File: src/rtl/psimd_pkg.sv
// rtl/psimd_pkg.sv - PSIMD issue field slices, flag indices and shared types
package psimd_pkg;

    localparam int RD_LO  = 7;
    localparam int RD_HI  = 11;
    localparam int RS1_LO = 15;
    localparam int RS1_HI = 19;
    localparam int RS2_LO = 20;
    localparam int RS2_HI = 24;
    localparam int RS3_LO = 27;
    localparam int RS3_HI = 31;

    localparam int FF_NX = 0;
    localparam int FF_UF = 1;
    localparam int FF_OF = 2;
    localparam int FF_DZ = 3;
    localparam int FF_NV = 4;

    typedef struct packed {
        logic [31:0] instr;
        logic [31:0] rs1;
    } psimd_issue_t;

    typedef logic [4:0] fflags_t;

endpackage

File: src/rtl/psimd_sync_fifo.sv
// rtl/psimd_sync_fifo.sv - show-ahead synchronous FIFO exposing slot contents for hazard scans
module psimd_sync_fifo #(
    parameter int WIDTH = 8,
    parameter int DEPTH = 4
) (
    input  logic                   clk,
    input  logic                   rst,
    input  logic                   push,
    input  logic                   pop,
    input  logic [WIDTH-1:0]       push_data,
    output logic                   full,
    output logic                   empty,
    output logic [WIDTH-1:0]       head,
    output logic [DEPTH-1:0]       slot_valid,
    output logic [DEPTH*WIDTH-1:0] slots
);

    localparam int AW = $clog2(DEPTH);

    logic [AW:0]      wptr;
    logic [AW:0]      rptr;
    logic [AW:0]      count;
    logic [WIDTH-1:0] mem [DEPTH];

    assign count = wptr - rptr;
    assign full  = (wptr[AW] != rptr[AW]) && (wptr[AW-1:0] == rptr[AW-1:0]);
    assign empty = (wptr == rptr);
    assign head  = mem[rptr[AW-1:0]];

    always_ff @(posedge clk) begin
        if (rst) begin
            wptr <= '0;
            rptr <= '0;
        end else begin
            if (push && !full)
                wptr <= wptr + 1'b1;
            if (pop && !empty)
                rptr <= rptr + 1'b1;
        end
    end

    always_ff @(posedge clk) begin
        if (push && !full)
            mem[wptr[AW-1:0]] <= push_data;
    end

    // A slot is live when its distance from the read pointer is below the occupancy.
    always_comb begin
        logic [AW-1:0] off;
        slot_valid = '0;
        off        = '0;
        for (int i = 0; i < DEPTH; i++) begin
            off           = AW'(i) - rptr[AW-1:0];
            slot_valid[i] = ({1'b0, off} < count);
        end
    end

    for (genvar g = 0; g < DEPTH; g++) begin : g_slots
        assign slots[g*WIDTH +: WIDTH] = mem[g];
    end

endmodule

File: src/rtl/psimd_issue_queue.sv
// rtl/psimd_issue_queue.sv - core-side PSIMD issuer; PSIMD_RAW_STALL_EN adds an rd-based RAW hold
module psimd_issue_queue
    import psimd_pkg::*;
#(
    parameter int DEPTH           = 4,
    parameter int MAX_OUTSTANDING = 4
) (
    input  logic        clk,
    input  logic        rst,
    input  logic        core_valid,
    output logic        core_ready,
    input  logic [31:0] core_instr,
    input  logic [31:0] core_rs1,
    output logic        psimd_valid,
    input  logic        psimd_ready,
    output logic [31:0] psimd_instr,
    output logic [31:0] psimd_rs1,
    input  logic        wb_valid,
    input  logic [3:0]  invalid,
    input  logic [3:0]  inexact,
    input  logic [3:0]  overflow,
    input  logic [3:0]  underflow,
    input  logic [3:0]  div_by_zero,
    input  logic        fflags_clr,
    output fflags_t     fflags,
    output logic [3:0]  outstanding,
    output logic        busy,
    output logic        wb_err
);

    psimd_issue_t push_data;
    psimd_issue_t head;
    logic         full;
    logic         empty;
    logic         stall;
    logic         hazard;
    logic         issue;
    fflags_t      fold;

    logic [DEPTH-1:0]                    issue_slot_valid_unused;
    logic [DEPTH*$bits(psimd_issue_t)-1:0] issue_slots_unused;

    assign push_data = '{instr: core_instr, rs1: core_rs1};

    psimd_sync_fifo #(.WIDTH($bits(psimd_issue_t)), .DEPTH(DEPTH)) u_issue_fifo (
        .clk        (clk),
        .rst        (rst),
        .push       (core_valid),
        .pop        (issue),
        .push_data  (push_data),
        .full       (full),
        .empty      (empty),
        .head       (head),
        .slot_valid (issue_slot_valid_unused),
        .slots      (issue_slots_unused)
    );

`ifdef PSIMD_RAW_STALL_EN
    // Outstanding is capped at MAX_OUTSTANDING, so a power-of-two rounding never overflows.
    localparam int RD_DEPTH = (MAX_OUTSTANDING <= 2) ? 2 : (1 << $clog2(MAX_OUTSTANDING));

    logic [RD_DEPTH-1:0]   rd_valid;
    logic [RD_DEPTH*5-1:0] rd_slots;
    logic                  rd_full_unused;
    logic                  rd_empty_unused;
    logic [4:0]            rd_head_unused;

    psimd_sync_fifo #(.WIDTH(5), .DEPTH(RD_DEPTH)) u_rd_fifo (
        .clk        (clk),
        .rst        (rst),
        .push       (issue),
        .pop        (wb_valid),
        .push_data  (head.instr[RD_HI:RD_LO]),
        .full       (rd_full_unused),
        .empty      (rd_empty_unused),
        .head       (rd_head_unused),
        .slot_valid (rd_valid),
        .slots      (rd_slots)
    );

    always_comb begin
        hazard = 1'b0;
        for (int i = 0; i < RD_DEPTH; i++) begin
            if (rd_valid[i] &&
                ((rd_slots[i*5 +: 5] == head.instr[RS1_HI:RS1_LO]) ||
                 (rd_slots[i*5 +: 5] == head.instr[RS2_HI:RS2_LO]) ||
                 (rd_slots[i*5 +: 5] == head.instr[RS3_HI:RS3_LO])))
                hazard = 1'b1;
        end
    end
`else
    assign hazard = 1'b0;
`endif

    assign core_ready  = !full;
    assign stall       = (outstanding == 4'(MAX_OUTSTANDING));
    assign psimd_valid = !empty && !stall && !hazard;
    assign issue       = psimd_valid && psimd_ready;
    assign psimd_instr = empty ? 32'd0 : head.instr;
    assign psimd_rs1   = empty ? 32'd0 : head.rs1;
    assign busy        = !empty || (outstanding != 4'd0);

    always_comb begin
        fold        = '0;
        fold[FF_NV] = |invalid;
        fold[FF_DZ] = |div_by_zero;
        fold[FF_OF] = |overflow;
        fold[FF_UF] = |underflow;
        fold[FF_NX] = |inexact;
    end

    always_ff @(posedge clk) begin
        if (rst) begin
            outstanding <= 4'd0;
            fflags      <= '0;
            wb_err      <= 1'b0;
        end else begin
            if (issue && !wb_valid)
                outstanding <= outstanding + 4'd1;
            else if (wb_valid && !issue && outstanding != 4'd0)
                outstanding <= outstanding - 4'd1;

            if (wb_valid && outstanding == 4'd0)
                wb_err <= 1'b1;

            // Clear takes effect before this cycle's writeback flags are merged.
            if (fflags_clr)
                fflags <= wb_valid ? fold : '0;
            else if (wb_valid)
                fflags <= fflags | fold;
        end
    end

endmodule

File: config.mk
export PLATFORM = sky130hd
export DESIGN_NAME = psimd_issue_queue
export DESIGN_NICKNAME = d
export VERILOG_FILES = /design/src/rtl/psimd_pkg.sv /design/src/rtl/psimd_sync_fifo.sv /design/src/rtl/psimd_issue_queue.sv
export SDC_FILE = /design/constraint.sdc
export NUM_CORES = 1
export LEC_CHECK = 0
export CAP_MARGIN = 0
export CORE_UTILIZATION = 40
export DETAILED_ROUTE_END_ITERATION = 12
export HOLD_SLACK_MARGIN = 0.15
export RECOVER_POWER = 25
export SLEW_MARGIN = 20
export SYNTH_ARGS = -nofsm -noshare
export SYNTH_HDL_FRONTEND = slang
export SYNTH_SLANG_ARGS = --single-unit
File: constraint.sdc
create_clock -name clk -period 3.3 [get_ports clk]
set_input_delay 0.825 -clock clk [delete_from_list [all_inputs] [get_ports clk]]
set_output_delay 0.825 -clock clk [all_outputs]
set_load 0.01 [all_outputs]
Word level (Yosys, flattened, before mapping)
Memory sizes are Yosys's and may differ from the RTL's. A register that Yosys moved wholly into a read port is not among the register bits.
Cells that the tools add are included.
{"block": "op_classes", "div_mod_pow": 0, "eq_ne": 4, "n_bitwise": 1, "magnitude_cmp": 0, "n_reduce_logical": 24, "shift": 0, "muxes": 11, "multipliers": 0, "add_sub_neg": 4}
{"op": "two-way mux 32 bit", "count": 2}
{"op": "OR reduction 4 bit", "count": 5}
{"op": "two-way mux 5 bit", "count": 3}
{"op": "logical AND 1 bit", "count": 9}
{"op": "two-way mux 4 bit", "count": 2}
{"op": "adder 3 x 1 -> 3 bit, second input constant", "count": 2}
{"op": "logical NOT 1 bit", "count": 5}
{"op": "bitwise OR 5 bit", "count": 1}
{"op": "adder 4 x 1 -> 4 bit, second input constant", "count": 1}
{"op": "== test 4 x 3 -> 1 bit, second input constant", "count": 1}
{"op": "logical NOT 4 bit", "count": 1}
{"op": "two-way mux 2 bit", "count": 2}
{"op": "nonzero test 2 bit", "count": 2}
{"op": "nonzero test 4 bit", "count": 1}
{"op": "subtractor 4 x 1 -> 4 bit, second input constant", "count": 1}
{"op": "== test 3 bit", "count": 1}
{"op": "== test 2 bit", "count": 1}
{"op": "two-way mux 1 bit", "count": 2}
{"op": "logical OR 1 bit", "count": 1}
{"op": "inequality test 1 bit", "count": 1}
{"block": "word_totals", "ff_bits": 16, "word_cells": 50, "input_bits": 90, "latchBits": 0, "mem_bits_rw": 256, "mem_count": 1, "mem_bits_ro": 0}
{"memory": "u_issue_fifo.mem", "depth": 4, "width": 64, "read_ports": 1, "rd_ports_with_merged_regs": 1, "wr": 1, "line_no": "psimd_sync_fifo.sv:23", "source": "logic [WIDTH-1:0] mem [DEPTH];"}

Depth between registers and ports, before layout
Gate-level depths: netlist of the first run.
{"block": "logic_depth", "ltp_word": 9, "depth_mapped": 10}

By module
From an unflattened synthesis of the first run, not the netlist that was laid out.
{"block": "unflattened", "hier_cells": 569, "area_unflattened_um2": 11202.0}
{"mod": "psimd_sync_fifo", "area_each_um2": 10065.9, "seq_area_each_um2": 7847.5, "n_inst": 1, "cells_each": 418}
{"mod": "psimd_issue_queue", "area_each_um2": 1136.1, "seq_area_each_um2": 200.2, "n_inst": 1, "cells_each": 151}

Worst setup path before layout of the first run
Ideal clock, no wire load.
{"block": "synth_path", "kind": "input to register", "start": "input port core_valid", "end": "memory u_issue_fifo.mem[3][0] in the netlist's numbering (enable)", "arrival_time_ns": 2.790, "required_ns": 2.870, "setup_time_ns": 0.430, "setup_slack_ns": 0.079, "stages": 3, "n_path_buf": 0, "cell_sequence": "inv_1 -> a31oi_1 -> and2_1"}
{"block": "synth_via", "elab_chain_len": 3}
{"element": "start: declaration", "line_no": "psimd_issue_queue.sv:10", "source": "input logic core_valid,"}
{"element": "logical AND 1 bit", "line_no": "psimd_sync_fifo.sv:43", "source": "if (push && !full)"}
{"element": "two-way mux 1 bit", "line_no": "psimd_sync_fifo.sv:43"}
{"element": "two-way mux 1 bit (implied by the code)", "line_no": "psimd_sync_fifo.sv:44", "source": "mem[wptr[AW-1:0]] <= push_data;"}
{"element": "end: declaration", "line_no": "psimd_sync_fifo.sv:23"}
No other way between the ends.

==> results of run 1 <==
## cells by family (layout without fill, tap and decap cells)
kind of cell,after synthesis,count (layout),share of synthesized area
compound gates,20,20,0.0137
xor+xnor,11,11,0.00911
fa+ha+maj,8,8,0.0102
buf+inv,27,239,0.0108
flops,274,274,0.761
mux,67,67,0.139
other cells,0,1,0
simple gates,101,101,0.0561
## area by class of cell
cell class              instances  area [µm²]  share of cell area
well taps                     335         419              0.0303
flip-flops and latches        274        8060               0.583
repair buffers                186        2030               0.147
diodes                          1        2.50            0.000181
inverters                       3        11.3            0.000815
multi-input cells             207        2450               0.177
clock inverters                11        87.6             0.00634
clock buffers                  39         763              0.0552
## path summary, 6_finish.rpt
path | to | cells past startpoint | slack [ps] | start
min | fflags[4] | 2 | 470 | fflags[4]
max | psimd_instr[6] | 4 | 100 | flip-flop
min reg2reg | fflags[4] | 2 | 470 | fflags[4]
max reg2reg | outstanding[3] | 10 | 600 | u_issue_fifo.wptr[2]
## metrics by stage
| step | utilization | std cells | hold slack, ps | setup TNS [ps] | power, µW |
|---|---|---|---|---|---|
| after floorplan | - | 508 | 493 | 0 | 5670 |
| after global placement | 0.495 | 1003 | 461 | 0 | 6990 |
| after detailed placement | 0.495 | 1003 | 460 | 0 | 7030 |
| after CTS | 0.530 | 1055 | 470 | -1010 | 10000 |
| after global routing | 0.532 | 1055 | 489 | 0 | 10300 |
| final | 0.532 | 1056 | 470 | 0 | 9860 |
## state kept, by name, summed over array words and instances (netlist names), named ones only
register and cells:
fflags 5, outstanding 4, u_issue_fifo.mem 256, u_issue_fifo.rptr 3, u_issue_fifo.wptr 3, wb_err 1
## cell usage in the layout (no fill, tap or decap), types with 6 or more instances in the layout
cell / instances
mux4_2: 64
dfxtp_1: 15
buf_4: 7
nor2_1: 16
dlymetal6s2s_1: 16
nor2b_1: 66
clkdlybuf4s50_1: 110
ha_1: 7
dlygate4sd3_1: 40
clkbuf_1: 10
clkbuf_16: 29
a21oi_1: 8
edfxtp_1: 256
clkinv_2: 6
xnor2_1: 7
buf_12: 11
## worst min-delay path: stages, from the launching register on
cell,delay (ps)
dfxtp_1,300
nand2b_1,60
a21oi_1,60
## per-layer routing
metal | up-vias | GRT usage
met5 | - | 0
met4 | 2 | 0.0367
met3 | 24 | 0.0337
met2 | 153 | 0.270
met1 | 2721 | 0.206
li1 | 2420 | -
## power breakdown
part | internal [µW] | switching, µW | leakage [µW]
clock | 1690 | 1220 | 0.000418
combinational | 1570 | 1240 | 0.00175
sequential | 4010 | 121 | 0.00250
## what timing repair did
| item | in CTS | in global routing |
|---|---|---|
| resized for setup | 3 | 22 |
| cloned | 1 | 0 |
| setup buffers | 1 | 0 |
| endpoints found under the setup margin | 63 | 63 |
| pin swaps | 1 | 0 |
| hold buffers | 0 | 0 |
==> run_results.csv, run 1 <==
group,metric,value,unit
power_and_ir_drop,ir_worst_vdd,0.454,mV
setup_path,worst-setup-path-type,"reg -> out",
placed_design,dpl_cell_area,12900,µm²
detailed_routing,drc,0,
detailed_routing,drt_iter0_markers,287,
detailed_routing,routed_wirelength,21.3,mm
timing,finalSetupViolations,0,
placed_design,hpwl,12.7,mm
cells_and_area,area_growth,30.7,%
yosys,ys_types,33,
yosys,ys_seq_elements,274,
detailed_routing,wire_per_inst,20.1,µm
timing,max_clock_freq,313,MHz
timing,rsz0062_at_grt,"no",
floorplanning,coreArea,26000,µm²
timing,fin_ws,105,ps
timing,hold_viol,0,
timing,post-route-min-period,3200,ps
setup_path,required,2470,ps
floorplanning,die_area,27100,µm²
cells_and_area,layout-drive-gt1-share,0.185,
clock_tree,clockBufferDepth,3,
cells_and_area,fin_area,13800,µm²
run_status,outcome,"completed",
power_and_ir_drop,leakage,0.00466,µW
power_and_ir_drop,powerDensity,713,nW/µm²
timing,report.final.slew_viol_count,0,
detailed_routing,wl_met2,10.5,mm
global_route,grt_pass1_wl,32.0,mm
detailed_routing,antenna_left,0,
cells_and_area,layout.nets,798,
yosys,synth_top_area_frac,0.727,
detailed_routing,wl_met1,9.08,mm
detailed_routing,highest_layer,"met5",
setup_path,crit_arrival,2370,ps
timing,tightest_slew,632,ps
yosys,synth_most_common_cell,"edfxtp_1",
timing,fin_crit_sh,0.968,
detailed_routing,wl_met3,1.34,mm
floorplanning,rows,59,
setup_path,path_cells,"buf_16 > mux4_2 > nor2b_1 > clkdlybuf4s50_1",
setup_path,worstSetupStartpointType,"flip-flop",
yosys,yosysTopAreaCell,"edfxtp_1",
global_route,grt_max_degree,39,
timing,finClkSkew,8.29,ps
yosys,avgSynthCellArea,20.8,µm²
detailed_routing,drt_pass1_iterations,8,
clock_tree,clkSinkCount,274,
setup_path,worstPathMaxFanout,22,
placed_design,pre_cts_ws,98.5,ps
yosys,yosysSeqAreaShare,0.761,
yosys,synthFlopType,"edfxtp_1",
timing,slew_headroom,0.577,
yosys,syn_area,10600,µm²
clock_tree,cts_tree,"yes",
global_route,grt-ovfl-total,0,
yosys,synth_area_leaders,"edfxtp_1, mux4_2, nor2b_1",
setup_path,critPathMaxStageDelay,520,ps
cells_and_area,fillCellCount,2092,
clock_tree,ctsHtreeMaxLevel,1,
setup_path,cp_top_family,"buffers and inverters",
clock_tree,clk_latency,530,ps
worst_hold_path,hold_class,"reg -> reg",
setup_path,worstPathBufferInverterCount,2,
yosys,synth_common_cells,"edfxtp_1, nor2b_1, mux4_2",
yosys,ys_warn_count,0,
clock_tree,cts_made_buffers,28,
yosys,synth_edf_count,256,
floorplanning,fp.dieW,165,µm
yosys,synth_nets,606,
job,maxCapViolCount,0,
setup_path,cp_slowest_cell,"mux4_2",
global_route,antenna_found_initial,2,
yosys,synth_cells,508,
setup_path,endpoint_kind,"primary output",
detailed_routing,vias,5320,
global_route,first_global_vias,5774,
detailed_routing,vias_per_cell,5.04,
yosys,synth-async-reset-ratio,0,
floorplanning,ios,167,
placed_design,gp_congestion,0.799,
global_route,grt_usage,0.158,
floorplanning,die-height,165,µm
placed_design,portBuffers,166,
floorplanning,start_util,0.407,
clock_tree,cts_root_buf,"clkbuf_16",
clock_tree,clk_pin_slew,60,ps
No activity file was read; power rests on OpenSTA's default activity.
==> run 2: changes to the inputs <==
--- a/config.mk
+++ b/config.mk
@@ -9,8 +9,9 @@
 export CORE_UTILIZATION = 40
 export DETAILED_ROUTE_END_ITERATION = 12
 export HOLD_SLACK_MARGIN = 0.15
-export RECOVER_POWER = 25
+export RECOVER_POWER = 100
 export SLEW_MARGIN = 20
 export SYNTH_ARGS = -nofsm -noshare
 export SYNTH_HDL_FRONTEND = slang
 export SYNTH_SLANG_ARGS = --single-unit
+export TNS_END_PERCENT = 10
==> run 2 against run 1 <==
Against the previous run:
- flip-flop and latch count unchanged
- final area decreased by 1.6%
- core utilization decreased by 0.84 points
- sequential power about the same
- wire length about the same
- sequential share of layout area increased by 0.94 points
- combinational power decreased by 4%
- die area unchanged
- first-iteration DRC count decreased by 6.6%
- global-route usage unchanged
- worst hold slack got worse by 2.9 ps
==> run_results.csv, run 2 (same netlist as run 1, synthesis figures left out) <==
group,metric,value,unit
cells_and_area,layout-drive-gt1-share,0.175,
global_route,grt_usage,0.158,
global_route,grt_max_degree,39,
detailed_routing,drc,0,
clock_tree,cts_root_buf,"clkbuf_16",
cells_and_area,area_growth,28.6,%
placed_design,portBuffers,166,
detailed_routing,vias_per_cell,5.03,
clock_tree,clk_pin_slew,60,ps
setup_path,worst-setup-path-type,"reg -> out",
placed_design,hpwl,12.7,mm
cells_and_area,largest_reg_flops,256,
setup_path,ff2ff_path_depth,5,
timing,fin_crit_sh,0.970,
setup_path,endpoint,"psimd_instr[6]",
clock_tree,cts_tree,"yes",
run_status,outcome,"completed",
detailed_routing,drt_pass1_iterations,8,
setup_path,required,2470,ps
global_route,antenna_found_initial,3,
power_and_ir_drop,leakage,0.00443,µW
timing,finClkSkew,6.72,ps
floorplanning,ios,167,
detailed_routing,drt_iter0_markers,268,
timing,post-route-min-period,3200,ps
setup_path,endpoint_kind,"primary output",
setup_path,crit_arrival,2380,ps
placed_design,gp_congestion,0.799,
cells_and_area,layout_commonest_cell,"edfxtp_1",
setup_path,rr_endpoint,"u_issue_fifo.mem[3][34]",
detailed_routing,wire_per_inst,20.1,µm
cells_and_area,multiInputGateArea,2440,µm²
floorplanning,die_area,27100,µm²
timing,hold_viol,0,
clock_tree,clkSinkCount,274,
global_route,grt_pass1_wl,32.0,mm
power_and_ir_drop,powerDensity,717,nW/µm²
timing,report.final.slew_viol_count,0,
worst_hold_path,hold_class,"reg -> reg",
floorplanning,coreArea,26000,µm²
cells_and_area,fillCellCount,2119,
placed_design,dpl_cell_area,12900,µm²
clock_tree,clk_latency,530,ps
timing,max_clock_freq,312,MHz
clock_tree,cts_made_buffers,28,
global_route,first_global_vias,5774,
setup_path,worstSetupStartpointType,"flip-flop",
floorplanning,start_util,0.407,
detailed_routing,antenna_left,0,
cells_and_area,postLayoutCoreUtil,0.524,
cells_and_area,final_cell_mix,"edfxtp_1, dlygate4sd3_1, clkdlybuf4s50_1",
clock_tree,ctsHtreeMaxLevel,1,
floorplanning,rows,59,
timing,finalSetupViolations,0,
timing,slew_headroom,0.180,
setup_path,worstReg2RegStart,"u_issue_fifo.wptr[1]",
cells_and_area,fin_area,13600,µm²
timing,tightest_slew,1230,ps
global_route,grt-ovfl-total,0,
timing,setup_tns,0,ps
cells_and_area,final-seq-area,8060,µm²
setup_path,worstPathMaxFanout,22,
detailed_routing,vias,5315,
job,maxCapViolCount,0,
timing,rsz0062_at_grt,"no",
floorplanning,fp.dieW,165,µm
cells_and_area,layout.nets,798,
setup_path,regToRegSetupSlack,490,ps
clock_tree,clockBufferDepth,3,
power_and_ir_drop,ir_worst_vdd,0.452,mV
floorplanning,die-height,165,µm
detailed_routing,routed_wirelength,21.3,mm
==> run 2: power breakdown <==
group          internal (µW)  total [µW]  switching, µW  leakage (µW)
logic                   1470        2710           1240       0.00151
registers               4020        4140            119       0.00250
clock network           1690        2910           1220      0.000418
==> run 2: repair_timing <==
| item | 4_1_cts | 5_1_grt |
|---|---|---|
| gates resized for setup | 3 | 22 |
| pin swaps | 1 | 0 |
| cloned | 1 | 0 |
| hold buffers | 0 | 0 |
| buffers inserted | 1 | 0 |
| endpoints found under the setup margin | 63 | 63 |
==> run 2: cell type report <==
| class | count | area share |
|---|---|---|
| flip-flops and latches | 274 | 0.592 |
| repair buffers | 186 | 0.134 |
| clock inverters | 11 | 0.00644 |
| well taps | 335 | 0.0308 |
| inverters | 3 | 0.000828 |
| diodes | 2 | 0.000368 |
| clock buffers | 39 | 0.0561 |
| multi-input cells | 207 | 0.179 |
==> run 2: metal layers <==
layer	GRT usage	vias to the layer above	routed length, µm
met2	0.270	144	10500
met1	0.206	2724	9140
met3	0.0337	24	1280
met4	0.0367	2	302
met5	0	-	13
li1	-	2421	-
==> run 2: how the worst min path moves through the flow <==
| stage | endpoint | start | depth (start not counted) |
|---|---|---|---|
| 2_1_floorplan | fflags[0] | fflags[0] | 2 |
| 3_3_place_gp | fflags[4] | fflags[4] | 2 |
| 3_5_place_dp | fflags[4] | fflags[4] | 2 |
| 4_1_cts | fflags[4] | fflags[4] | 2 |
| 5_1_grt | fflags[4] | fflags[4] | 2 |
| 6_report | fflags[4] | fflags[4] | 2 |
==> run 2: through the flow <==
step | worst slack (ps) | instances | total power (µW) | hold WS (ps)
6_report | 97.7 | 1057 | 9750 | 467
5_1_grt | 1.24 | 1056 | 10200 | 486
4_1_cts | -58.7 | 1055 | 10000 | 470
3_5_place_dp | 98.5 | 1003 | 7030 | 460
3_3_place_gp | 178 | 1003 | 6990 | 461
2_1_floorplan | 79.3 | 508 | 5670 | 493
==> run 2: critical path, stage by stage (launching register included) <==
cell and delay [ps]:
dfxtp_4 430, buf_16 240, mux4_2 520, nor2b_1 170, clkdlybuf4s50_1 480
==> run 3: changes to the inputs <==
--- a/config.mk
+++ b/config.mk
@@ -9,6 +9,7 @@
 export CORE_UTILIZATION = 40
 export DETAILED_ROUTE_END_ITERATION = 12
 export HOLD_SLACK_MARGIN = 0.15
+export PLACE_DENSITY = 0.77
 export RECOVER_POWER = 100
 export SLEW_MARGIN = 20
 export SYNTH_ARGS = -nofsm -noshare
==> run 3 against run 2 <==
Against the previous run:
- maximum frequency hardly changed
- combinational power increased by 6%
- critical path depth is 1 higher
- critical path type unchanged
- critical endpoint is now psimd_rs1[29]
==> run_results.csv, run 3 (same netlist as run 1, synthesis figures left out) <==
group,metric,value,unit
run_status,outcome,"completed",
global_route,antenna_found_initial,3,
power_and_ir_drop,total_power,10300,µW
detailed_routing,vias_per_cell,5.02,
global_route,grt-ovfl-total,0,
placed_design,hpwl,12.3,mm
detailed_routing,routed_wirelength,20.7,mm
timing,hold_viol,0,
detailed_routing,antenna_left,0,
clock_tree,clk_pin_slew,60,ps
cells_and_area,layout.nets,806,
setup_path,worstSetupStartpointType,"flip-flop",
timing,finalSetupViolations,0,
setup_path,path_cells,"buf_12 > buf_4 > mux4_2 > nor2b_1 > clkdlybuf4s50_1",
global_route,grt_pass1_wl,30.6,mm
placed_design,portBuffers,166,
timing,report.final.slew_viol_count,0,
job,maxCapViolCount,0,
worst_hold_path,hold_class,"reg -> reg",
setup_path,path_depth,5,
floorplanning,die_area,27100,µm²
setup_path,regToRegSetupSlack,650,ps
timing,rsz0062_at_grt,"no",
global_route,first_global_vias,5530,
timing,post-route-min-period,3200,ps
setup_path,worst-setup-path-type,"reg -> out",
setup_path,critPathMaxStageDelay,520,ps
setup_path,ff2ff_path_depth,10,
timing,tightest_slew,1110,ps
clock_tree,cts_tree,"yes",
cells_and_area,largest_reg_flops,256,
floorplanning,rows,59,
timing,fin_crit_sh,0.970,
setup_path,worstPathBufferInverterCount,3,
floorplanning,die-height,165,µm
clock_tree,cts_root_buf,"clkbuf_16",
clock_tree,cts_made_buffers,28,
setup_path,endpoint,"psimd_rs1[29]",
clock_tree,clkSinkCount,274,
setup_path,cp_slowest_cell,"mux4_2",
setup_path,worstReg2RegStart,"u_issue_fifo.rptr[2]",
power_and_ir_drop,ir_worst_vdd,0.840,mV
cells_and_area,final_cell_mix,"edfxtp_1, clkdlybuf4s50_1, dlygate4sd3_1",
power_and_ir_drop,leakage,0.00451,µW
global_route,grt_max_degree,37,
detailed_routing,drt_pass1_iterations,4,
setup_path,endpoint_kind,"primary output",
clock_tree,clockBufferDepth,3,
detailed_routing,drt_iter0_markers,289,
detailed_routing,vias,5359,
setup_path,cp_top_family,"buffers and inverters",
cells_and_area,layout_commonest_cell,"edfxtp_1",
setup_path,rr_endpoint,"outstanding[3]",
setup_path,worstPathMaxFanout,6,
floorplanning,fp.dieW,165,µm
floorplanning,start_util,0.407,
floorplanning,coreArea,26000,µm²
clock_tree,ctsHtreeMaxLevel,1,
cells_and_area,layout-drive-gt1-share,0.195,
timing,finClkSkew,11.1,ps
detailed_routing,drc,0,
clock_tree,clk_latency,540,ps
detailed_routing,wire_per_inst,19.4,µm
setup_path,crit_arrival,2380,ps
setup_path,required,2470,ps
global_route,grt_usage,0.149,
cells_and_area,area_growth,31.1,%
power_and_ir_drop,powerDensity,741,nW/µm²
placed_design,gp_congestion,0.775,
timing,max_clock_freq,312,MHz
timing,slew_headroom,0.257,
floorplanning,ios,167,
timing,setup_tns,0,ps
## run 3: cell types whose count changed in the layout (fill, tap and decap cells not counted), sizes merged
cell	change
inv	+1
clkinv	+3
clkdlybuf4s50	+17
clkbuf	-13
dlygate4sd3	-1
clkdlybuf4s25	-4
bufinv	+4
buf	+5
clkinvlp	+1
dlymetal6s2s	-3
## run 3: what timing repair did
action                     4_1_cts  5_1_grt
buffers inserted                 4        3
hold buffers                     0        0
gates cloned                     0        3
resized for setup                2        6
pin swaps                        1        0
setup endpoints to repair       57       19
## run 3: cell type report
cell class                      count  area (µm²)
Sequential cell                   274        8060
Inverter                            3        11.3
Timing Repair Buffer              194        1960
Multi-Input combinational cell    207        2440
Fill cell                        2044       12100
Clock inverter                     20         234
Clock buffer                       32         737
Antenna cell                        2        5.00
Tap cell                          335         419
## run 3: power breakdown
group          total (µW)  switching [µW]  internal [µW]
logic                2870            1260           1610
registers            4120             103           4020
clock network        3280            1280           1990
total               10300            2650           7620
## run 3: per-stage QoR
step	hold WS, ps	std cells	worst slack [ps]	util	cell area, µm²
finish	471	1067	100	0.533	13900
global route	493	1066	5.01	0.533	13900
CTS	470	1059	7.19	0.535	13900
detailed placement	459	1003	202	0.496	12900
global placement	454	1003	199	0.496	12900
floorplan	493	508	79.3	-	10600
## run 3: worst reg2reg max path, stage by stage (launching register included)
cell and delay (ps):
dfxtp_1 390, xor2_2 270, nor3_4 100, clkbuf_1 170
or3_1 430, ha_1 300, a21o_1 170, a21oi_1 170
nor2_1 50, a2bb2oi_1 160, mux2_1 320
## run 3: worst min-delay path by stage
stage | start | to | slack, ps | cells after the start
6_report | fflags[1] | fflags[1] | 470 | 2
5_1_grt | fflags[2] | fflags[2] | 490 | 2
4_1_cts | fflags[2] | fflags[2] | 470 | 2
3_5_place_dp | fflags[2] | fflags[2] | 460 | 2
3_3_place_gp | wb_err | wb_err | 450 | 2
2_1_floorplan | fflags[0] | fflags[0] | 490 | 2
## run 3: metal layers
| layer | wire length [µm] | vias to the layer above | global-route usage |
|---|---|---|---|
| met2 | 10500 | 142 | 0.255 |
| li1 | - | 2439 | - |
| met3 | 1030 | 32 | 0.0311 |
| met5 | 13 | - | 0 |
| met4 | 369 | 2 | 0.0413 |
| met1 | 8830 | 2744 | 0.191 |
